--- src/rtl/mulalu_if.sv ---
// mulalu_if -- pipeline/unit signal bundle for the multiply/divide controller. Rev 1.0
`default_nettype none

interface mulalu_if;
  logic reg_stall;
  logic reg_flush;
  logic op_valid;
  logic op_div;
  logic op_sign;
  logic divisor_zero;
  logic mul_start;
  logic div_start;
  logic unit_sign;
  logic unit_abort;
  logic hilo_we;
  logic alu_stall;
  logic busy;

  modport slave (
    input  reg_stall, reg_flush, op_valid, op_div, op_sign, divisor_zero,
    output mul_start, div_start, unit_sign, unit_abort, hilo_we, alu_stall, busy
  );

  modport master (
    output reg_stall, reg_flush, op_valid, op_div, op_sign, divisor_zero,
    input  mul_start, div_start, unit_sign, unit_abort, hilo_we, alu_stall, busy
  );
endinterface

`default_nettype wire

--- src/rtl/mulalu_ctrl.sv ---
// mulalu_ctrl -- sequences multiplier/divider ops, EX-stage stall and HI/LO write. Rev 1.0
`default_nettype none

module mulalu_ctrl #(
  parameter int MUL_LAT = 2,
  parameter int DIV_LAT = 33
) (
  input  logic     clk,
  input  logic     rst,
  mulalu_if.slave  bus
);

  localparam logic [1:0] S_IDLE = 2'd0;
  localparam logic [1:0] S_RUN  = 2'd1;
  localparam logic [1:0] S_DONE = 2'd2;

  localparam logic [5:0] C_MUL_LD = 6'(MUL_LAT - 1);
  localparam logic [5:0] C_DIV_LD = 6'(DIV_LAT - 1);

  logic [1:0] state_q, state_d;
  logic [5:0] cnt_q, cnt_d;
  logic       sign_q, sign_d;
  logic       div_q, div_d;

  logic w_mul_start;
  logic w_div_start;
  logic w_abort;
  logic w_hilo_we;
  logic w_alu_stall;
  logic w_unit_sign;

  always_comb begin
    state_d     = state_q;
    cnt_d       = cnt_q;
    sign_d      = sign_q;
    div_d       = div_q;
    w_mul_start = 1'b0;
    w_div_start = 1'b0;
    w_abort     = 1'b0;
    w_hilo_we   = 1'b0;
    w_alu_stall = 1'b0;
    case (state_q)
      S_IDLE: begin
        if (!bus.reg_flush && bus.op_valid) begin
          w_alu_stall = 1'b1;
          sign_d      = bus.op_sign;
          div_d       = bus.op_div;
          // Divide by zero never touches the divider; HI/LO stay as they are.
          if (bus.op_div && bus.divisor_zero) begin
            state_d = S_DONE;
          end else begin
            w_mul_start = !bus.op_div;
            w_div_start = bus.op_div;
            cnt_d       = bus.op_div ? C_DIV_LD : C_MUL_LD;
            state_d     = S_RUN;
          end
        end
      end
      S_RUN: begin
        if (bus.reg_flush) begin
          w_abort = 1'b1;
          state_d = S_IDLE;
        end else if (cnt_q != 6'd0) begin
          w_alu_stall = 1'b1;
          cnt_d       = cnt_q - 6'd1;
        end else begin
          w_hilo_we = 1'b1;
          state_d   = bus.reg_stall ? S_DONE : S_IDLE;
        end
      end
      S_DONE: begin
        // Same instruction still sits in EX; wait for it to leave before re-arming.
        if (bus.reg_flush || !bus.reg_stall) begin
          state_d = S_IDLE;
        end
      end
      default: state_d = S_IDLE;
    endcase
  end

  always_ff @(posedge clk or negedge rst) begin
    if (!rst) begin
      state_q <= S_IDLE;
      cnt_q   <= 6'd0;
      sign_q  <= 1'b0;
      div_q   <= 1'b0;
    end else begin
      state_q <= state_d;
      cnt_q   <= cnt_d;
      sign_q  <= sign_d;
      div_q   <= div_d;
    end
  end

  assign w_unit_sign = (w_mul_start || w_div_start) ? bus.op_sign : sign_q;

  // Outputs gated by reset so they drop the instant reset asserts.
  assign bus.mul_start  = rst & w_mul_start;
  assign bus.div_start  = rst & w_div_start;
  assign bus.unit_sign  = rst & w_unit_sign;
  assign bus.unit_abort = rst & w_abort;
  assign bus.hilo_we    = rst & w_hilo_we;
  assign bus.alu_stall  = rst & w_alu_stall;
  assign bus.busy       = rst & (state_q != S_IDLE);

endmodule

`default_nettype wire

--- src/flat_wrapper.sv ---
// flat-port wrapper written by rule: the top's interface ports become plain ports
module mulalu_ctrl_flat 
#(
  parameter int MUL_LAT = 2,
  parameter int DIV_LAT = 33
)
  (clk, rst, bus_reg_stall, bus_reg_flush, bus_op_valid, bus_op_div, bus_op_sign, bus_divisor_zero, bus_mul_start, bus_div_start, bus_unit_sign, bus_unit_abort, bus_hilo_we, bus_alu_stall, bus_busy);
  mulalu_if bus_i ();
  input  logic clk;
  input  logic rst;
  input wire logic [$bits(bus_i.reg_stall)-1:0] bus_reg_stall;
  input wire logic [$bits(bus_i.reg_flush)-1:0] bus_reg_flush;
  input wire logic [$bits(bus_i.op_valid)-1:0] bus_op_valid;
  input wire logic [$bits(bus_i.op_div)-1:0] bus_op_div;
  input wire logic [$bits(bus_i.op_sign)-1:0] bus_op_sign;
  input wire logic [$bits(bus_i.divisor_zero)-1:0] bus_divisor_zero;
  output wire logic [$bits(bus_i.mul_start)-1:0] bus_mul_start;
  output wire logic [$bits(bus_i.div_start)-1:0] bus_div_start;
  output wire logic [$bits(bus_i.unit_sign)-1:0] bus_unit_sign;
  output wire logic [$bits(bus_i.unit_abort)-1:0] bus_unit_abort;
  output wire logic [$bits(bus_i.hilo_we)-1:0] bus_hilo_we;
  output wire logic [$bits(bus_i.alu_stall)-1:0] bus_alu_stall;
  output wire logic [$bits(bus_i.busy)-1:0] bus_busy;
  assign bus_i.reg_stall = bus_reg_stall;
  assign bus_i.reg_flush = bus_reg_flush;
  assign bus_i.op_valid = bus_op_valid;
  assign bus_i.op_div = bus_op_div;
  assign bus_i.op_sign = bus_op_sign;
  assign bus_i.divisor_zero = bus_divisor_zero;
  assign bus_mul_start = bus_i.mul_start;
  assign bus_div_start = bus_i.div_start;
  assign bus_unit_sign = bus_i.unit_sign;
  assign bus_unit_abort = bus_i.unit_abort;
  assign bus_hilo_we = bus_i.hilo_we;
  assign bus_alu_stall = bus_i.alu_stall;
  assign bus_busy = bus_i.busy;
  mulalu_ctrl #(.MUL_LAT(MUL_LAT), .DIV_LAT(DIV_LAT)) u_core (.clk(clk), .rst(rst), .bus(bus_i));
endmodule
--- config.mk ---
export PLATFORM = sky130hd
export DESIGN_NAME = mulalu_ctrl_flat
export DESIGN_NICKNAME = d
export VERILOG_FILES = /design/src/rtl/mulalu_if.sv /design/src/rtl/mulalu_ctrl.sv /design/src/flat_wrapper.sv
export SDC_FILE = /design/constraint.sdc
export NUM_CORES = 1
export LEC_CHECK = 0
export CORE_MARGIN = 4
export CORE_UTILIZATION = 47
export DETAILED_ROUTE_END_ITERATION = 10
export GPL_ROUTABILITY_DRIVEN = 0
export HOLD_SLACK_MARGIN = 0.08
export PLACE_DENSITY = 0.88
export SYNTH_ARGS = -nofsm -noshare
export SYNTH_HDL_FRONTEND = slang
export SYNTH_SLANG_ARGS = --single-unit
--- constraint.sdc ---
create_clock -name clk -period 2.1 [get_ports clk]
set_input_delay 0.63 -clock clk [delete_from_list [all_inputs] [get_ports clk]]
set_output_delay 0.63 -clock clk [all_outputs]
set_load 0.005 [all_outputs]
Yosys cells after proc, flatten, opt, wreduce, memory -nomap -nowiden

Cells that the tools add are included.
Widths: inputs -> output; s select.

Reduce and logical (&&, ||, !) cells: 14
Add/subtract/negate cells: 1
Equality and inequality tests: 8
Bitwise gates (word level): 7
Muxes and demuxes: 29

Operator list:

| kind                | number |
|---|---|
| $mux 6              | 5 |
| $mux 1              | 15 |
| $mux 2              | 6 |
| $pmux 6 s2          | 1 |
| $and 1x1->1         | 7 |
| $ne 2x1->1 const B  | 3 |
| $pmux 2 s3          | 1 |
| $reduce_bool 6->1   | 1 |
| $sub 6x1->6 const B | 1 |
| $reduce_and 5->1    | 1 |
| $ne 2x2->1 const B  | 2 |
| $reduce_bool 2->1   | 2 |
| $logic_not 1->1     | 3 |
| $ne 3x3->1 const B  | 1 |
| $reduce_and 3->1    | 1 |
| $eq 2x1->1 const B  | 1 |
| $eq 2x2->1 const B  | 1 |
| $logic_and 1x1->1   | 2 |
| $logic_not 2->1     | 1 |
| $logic_or 1x1->1    | 2 |
| $pmux 1 s2          | 1 |
| $reduce_and 2->1    | 1 |

Input bits: 8
Output and inout port bits: 7
Register bits after elaboration: 9
Logic and storage cells: 62

Logic depth before layout (Yosys ltp)

Depth after elaboration: 7
Depth in mapped cells: 6
Gate-level depth less buffers: 6

Least setup slack after synthesis

No wires, ideal clock.

Path type: input to output
Start: input port bus_reg_flush
End: output port bus_div_start
Required time: 1.470 ns
Path buffers: 0
Cell stages on the path: 3
Arrival time: 1.267 ns
Slack: 0.203 ns
Path through: nor4b_4 -> nand2_2 -> nor3b_2

Cells in the longest elaborated chain, start to end: 5

RTL lines:

| item              | RTL line           | text |
|---|---|---|
| start, declared   | flat_wrapper.sv:12 | `input wire logic [$bits(bus_i.reg_flush)-1:0] bus_reg_flush;` |
| $logic_not 1->1   | mulalu_ctrl.sv:44  | `if (!bus.reg_flush && bus.op_valid) begin` |
| $logic_and 1x1->1 | mulalu_ctrl.sv:44  |  |
| $mux 1            | mulalu_ctrl.sv:44  |  |
| $mux 1            | mulalu_ctrl.sv:42  | `case (state_q)` |
| $and 1x1->1       | mulalu_ctrl.sv:99  | `assign bus.div_start = rst & w_div_start;` |
| end, declared     | flat_wrapper.sv:18 | `output wire logic [$bits(bus_i.div_start)-1:0] bus_div_start;` |

Every way passes these cells.

Worst setup path in the final report

Start: register u_core.cnt_q[0]
End: output port bus_alu_stall

Cells in the longest elaborated chain, start to end: 5

RTL lines:

| item                   | RTL line           | text |
|---|---|---|
| start, declared        | mulalu_ctrl.sv:21  | `logic [5:0] cnt_q, cnt_d;` |
| start signal, assigned | mulalu_ctrl.sv:89  | `cnt_q <= cnt_d;` |
| $reduce_bool 6->1      | mulalu_ctrl.sv:63  | `end else if (cnt_q != 6'd0) begin` |
| $mux 1                 | mulalu_ctrl.sv:63  |  |
| $mux 1                 | mulalu_ctrl.sv:60  | `if (bus.reg_flush) begin` |
| $pmux 1 s2             | mulalu_ctrl.sv:42  |  |
| $and 1x1->1            | mulalu_ctrl.sv:103 | `assign bus.alu_stall = rst & w_alu_stall;` |
| end, declared          | flat_wrapper.sv:22 | `output wire logic [$bits(bus_i.alu_stall)-1:0] bus_alu_stall;` |

Every way passes these cells.

==> metrics.md <==
| Metric | Value |
|---|---|
| Status | `finished with violations` |
| Failing checks | `negative setup slack` |
| Finished Layout Cells | `134` |
| Drt wl/cell | `15.8 µm` |
| Avg Cell Area, Syn | `9.11 µm²` |
| Layout Nets | `130` |
| R2R Path Start | `u_core.cnt_q[0]` |
| Die Ht | `45.1 µm` |
| Endpoints failing setup | `4` |
| Synth warn | `0` |
| Total power | `0.000899 W` |
| Distinct cell type count after synthesis | `33` |
| H-tree levels | `1` |
| Core area | `1300 µm²` |
| CP max FO | `3` |
| CTS tree | `built` |
| Met1 wire length | `790 µm` |
| DRC viols | `0` |
| Met2 WL post-DR | `1150 µm` |
| Die area | `2030 µm²` |
| Synth top area cells | `dfrtp_1 (35%), a22o_1 (4.1%), a21oi_1 (3.9%), ha_1 (3.9%), nor3b_2 (3.9%)` |
| Area of the multi-input gates | `435 µm²` |
| Tmin final | `2.20 ns` |
| Most frequent cells in the layout | `buf_4 (28), dfrtp_1 (9), buf_2 (7)` |
| Drt first pass iters | `4` |
| # clock sinks | `9` |
| Starting density of the core | `0.497` |
| Wire length on met3 | `86 µm` |
| Post-DP HPWL | `1690 µm` |
| Clock tree buffer depth | `2` |
| Layout cells sized above 1 | `0.504` |
| Worst Setup Start Kind | `register` |
| CP arrival | `1.57 ns` |
| Filler cells | `86` |
| Worst Skew | `0.00235 ns` |
| Syn nets | `81` |
| Cells after synthesis | `71` |
| Largest net degree at the start of global routing | `8` |
| Vias in the first global route | `777` |
| Yosys top cell area share | `0.348` |
| Final design utilization | `0.814` |
| Detail Route Antenna Nets | `0` |
| Via density | `5.56` |
| FF-to-FF End | `u_core.cnt_q[5]` |
| IO Count | `15` |
| R2R Setup Slk | `0.54 ns` |
| Seq cells post-synth | `9` |
| Final hold violation count | `0` |
| Synth-to-layout area growth | `63.8%` |
| Root Buffer | `clkbuf_4` |
| R2R depth | `6` |
| GRT Total Usage | `0.239` |
| Port-buffer cells | `14` |
| Commonest non-fill, non-tap cell in the layout | `buf_4` |
| Die Span X | `45.1 µm` |
| Placed Area | `978 µm²` |
| WL final | `2110 µm` |
| FP Rows | `13` |
| Design area | `1060 µm²` |
| Num CTS Buffers | `3` |
| DRC marker count from the first detailed-route iteration | `9` |
| Number of diodes | `0` |
| Setup crit end kind | `output pin` |
| Final worst setup slack | `-0.102 ns` |
| Unrepaired setup endpoints after global routing | `true` |
| Leak | `0.520 nW` |
| Hold slack | `0.286 ns` |
| First-pass GRT wire length | `3360 µm` |
| Fmax | `0.454 GHz` |
| Max cap viols | `0` |
| Top Layer Used | `met4` |
| CP Class | `reg -> out` |
| Worst IR Drop VDD | `631 µV` |
| Clk slew on worst S/H paths | `0.06 ns` |
| Total gr overflow | `0` |
| Worst-Margin Slew | `0.400 ns` |
| Register area share after synthesis | `0.348` |
| Mapped Area | `647 µm²` |
| Placed insts | `123` |
| HP Class | `in -> async` |
| Slew Limit Fails | `0` |
| Power Dens Cells | `849 nW/µm²` |
| Total vias in the final route | `745` |
| Initial antenna violation count | `0` |
| Clock Latency Late Sink | `0.27 ns` |
| CP required | `1.47 ns` |
| Relative slew slack | `0.731` |
| Register area | `225 µm²` |
| Fin crit share | `1.05` |
| Yosys top cell by area | `dfrtp_1` |
## worst max-delay path by stage
stage / slack, ns / endpoint / startpoint
floorplan: 0.20 / bus_div_start / bus_reg_flush
global placement: -0.77 / bus_alu_stall / bus_reg_flush
detailed placement: -0.82 / bus_unit_sign / bus_op_valid
CTS: -0.1 / bus_alu_stall / u_core.state_q[1]
global route: -0.19 / bus_alu_stall / u_core.cnt_q[0]
finish: -0.10 / bus_alu_stall / u_core.cnt_q[0]
## sequential cells by signal, indices dropped and copies added, names as in the netlist
signal / count
u_core.cnt_q: 6
u_core.sign_q: 1
u_core.state_q: 2
## stage by stage
stage / TNS [ns] / setup WS (ns)
floorplan: 0 / 0.203
global placement: -4.76 / -0.768
detailed placement: -5.10 / -0.820
CTS: -0.280 / -0.0974
global route: -0.651 / -0.190
finish: -0.292 / -0.102
## metal layers
layer,track usage,up-vias
li1,-,359
met1,0.230,350
met2,0.458,22
met3,0.0677,14
met4,0.105,0
met5,0,-
## synthesized netlist by cell type (all sizes together)
cell,n
a31o,1
or2b,1
nor3,4
a21boi,2
nand2,7
a21oi,5
and3b,2
ha,2
nand3,3
and2,1
and2b,2
inv,4
a31oi,2
o21ai,5
mux2,1
and3,1
o2bb2ai,1
a22o,3
dfrtp,9
nor4,1
nor4b,1
nand2b,2
nor2,6
nor3b,3
o21a,2
## worst max-delay path, cell delays in order, from the launching register on
cell and delay [ns]:
dfrtp_1 0.39, inv_2 0.09, ha_4 0.12, nor3b_4 0.21
nand2_2 0.10, a31oi_1 0.19, nor3b_1 0.07, buf_2 0.12
## timing repair
action                                  in CTS  in global routing
pin swaps                                    5                  5
cloned                                       0                  0
gates resized for setup                     47                  3
hold buffers                                 0                  0
setup buffers                                5                  2
endpoints found under the setup margin       7                  6
## layout make-up
cell class / count / area share
clock buffers: 4 / 0.0248
inverters: 4 / 0.0142
flip-flops and latches: 9 / 0.213
well taps: 15 / 0.0177
multi-input cells: 58 / 0.411
repair buffers: 44 / 0.320
## logic make-up after synthesis
| kind of cell | Yosys count | synth area share |
|---|---|---|
| and+or+nand+nor | 34 | 0.348 |
| AOI/OAI and AO/OA | 21 | 0.219 |
| DFF | 9 | 0.348 |
| buffers and inverters | 4 | 0.0232 |
| adders and majority gates | 2 | 0.0387 |
| muxes | 1 | 0.0232 |
## where the power goes
group	leakage, nW	internal [W]	switching, W
registers	0.116	0.000222	0.0000423
clock network	0.0150	0.0000733	0.0000610
logic	0.389	0.000277	0.000224
No activity file was read; power rests on OpenSTA's default activity.
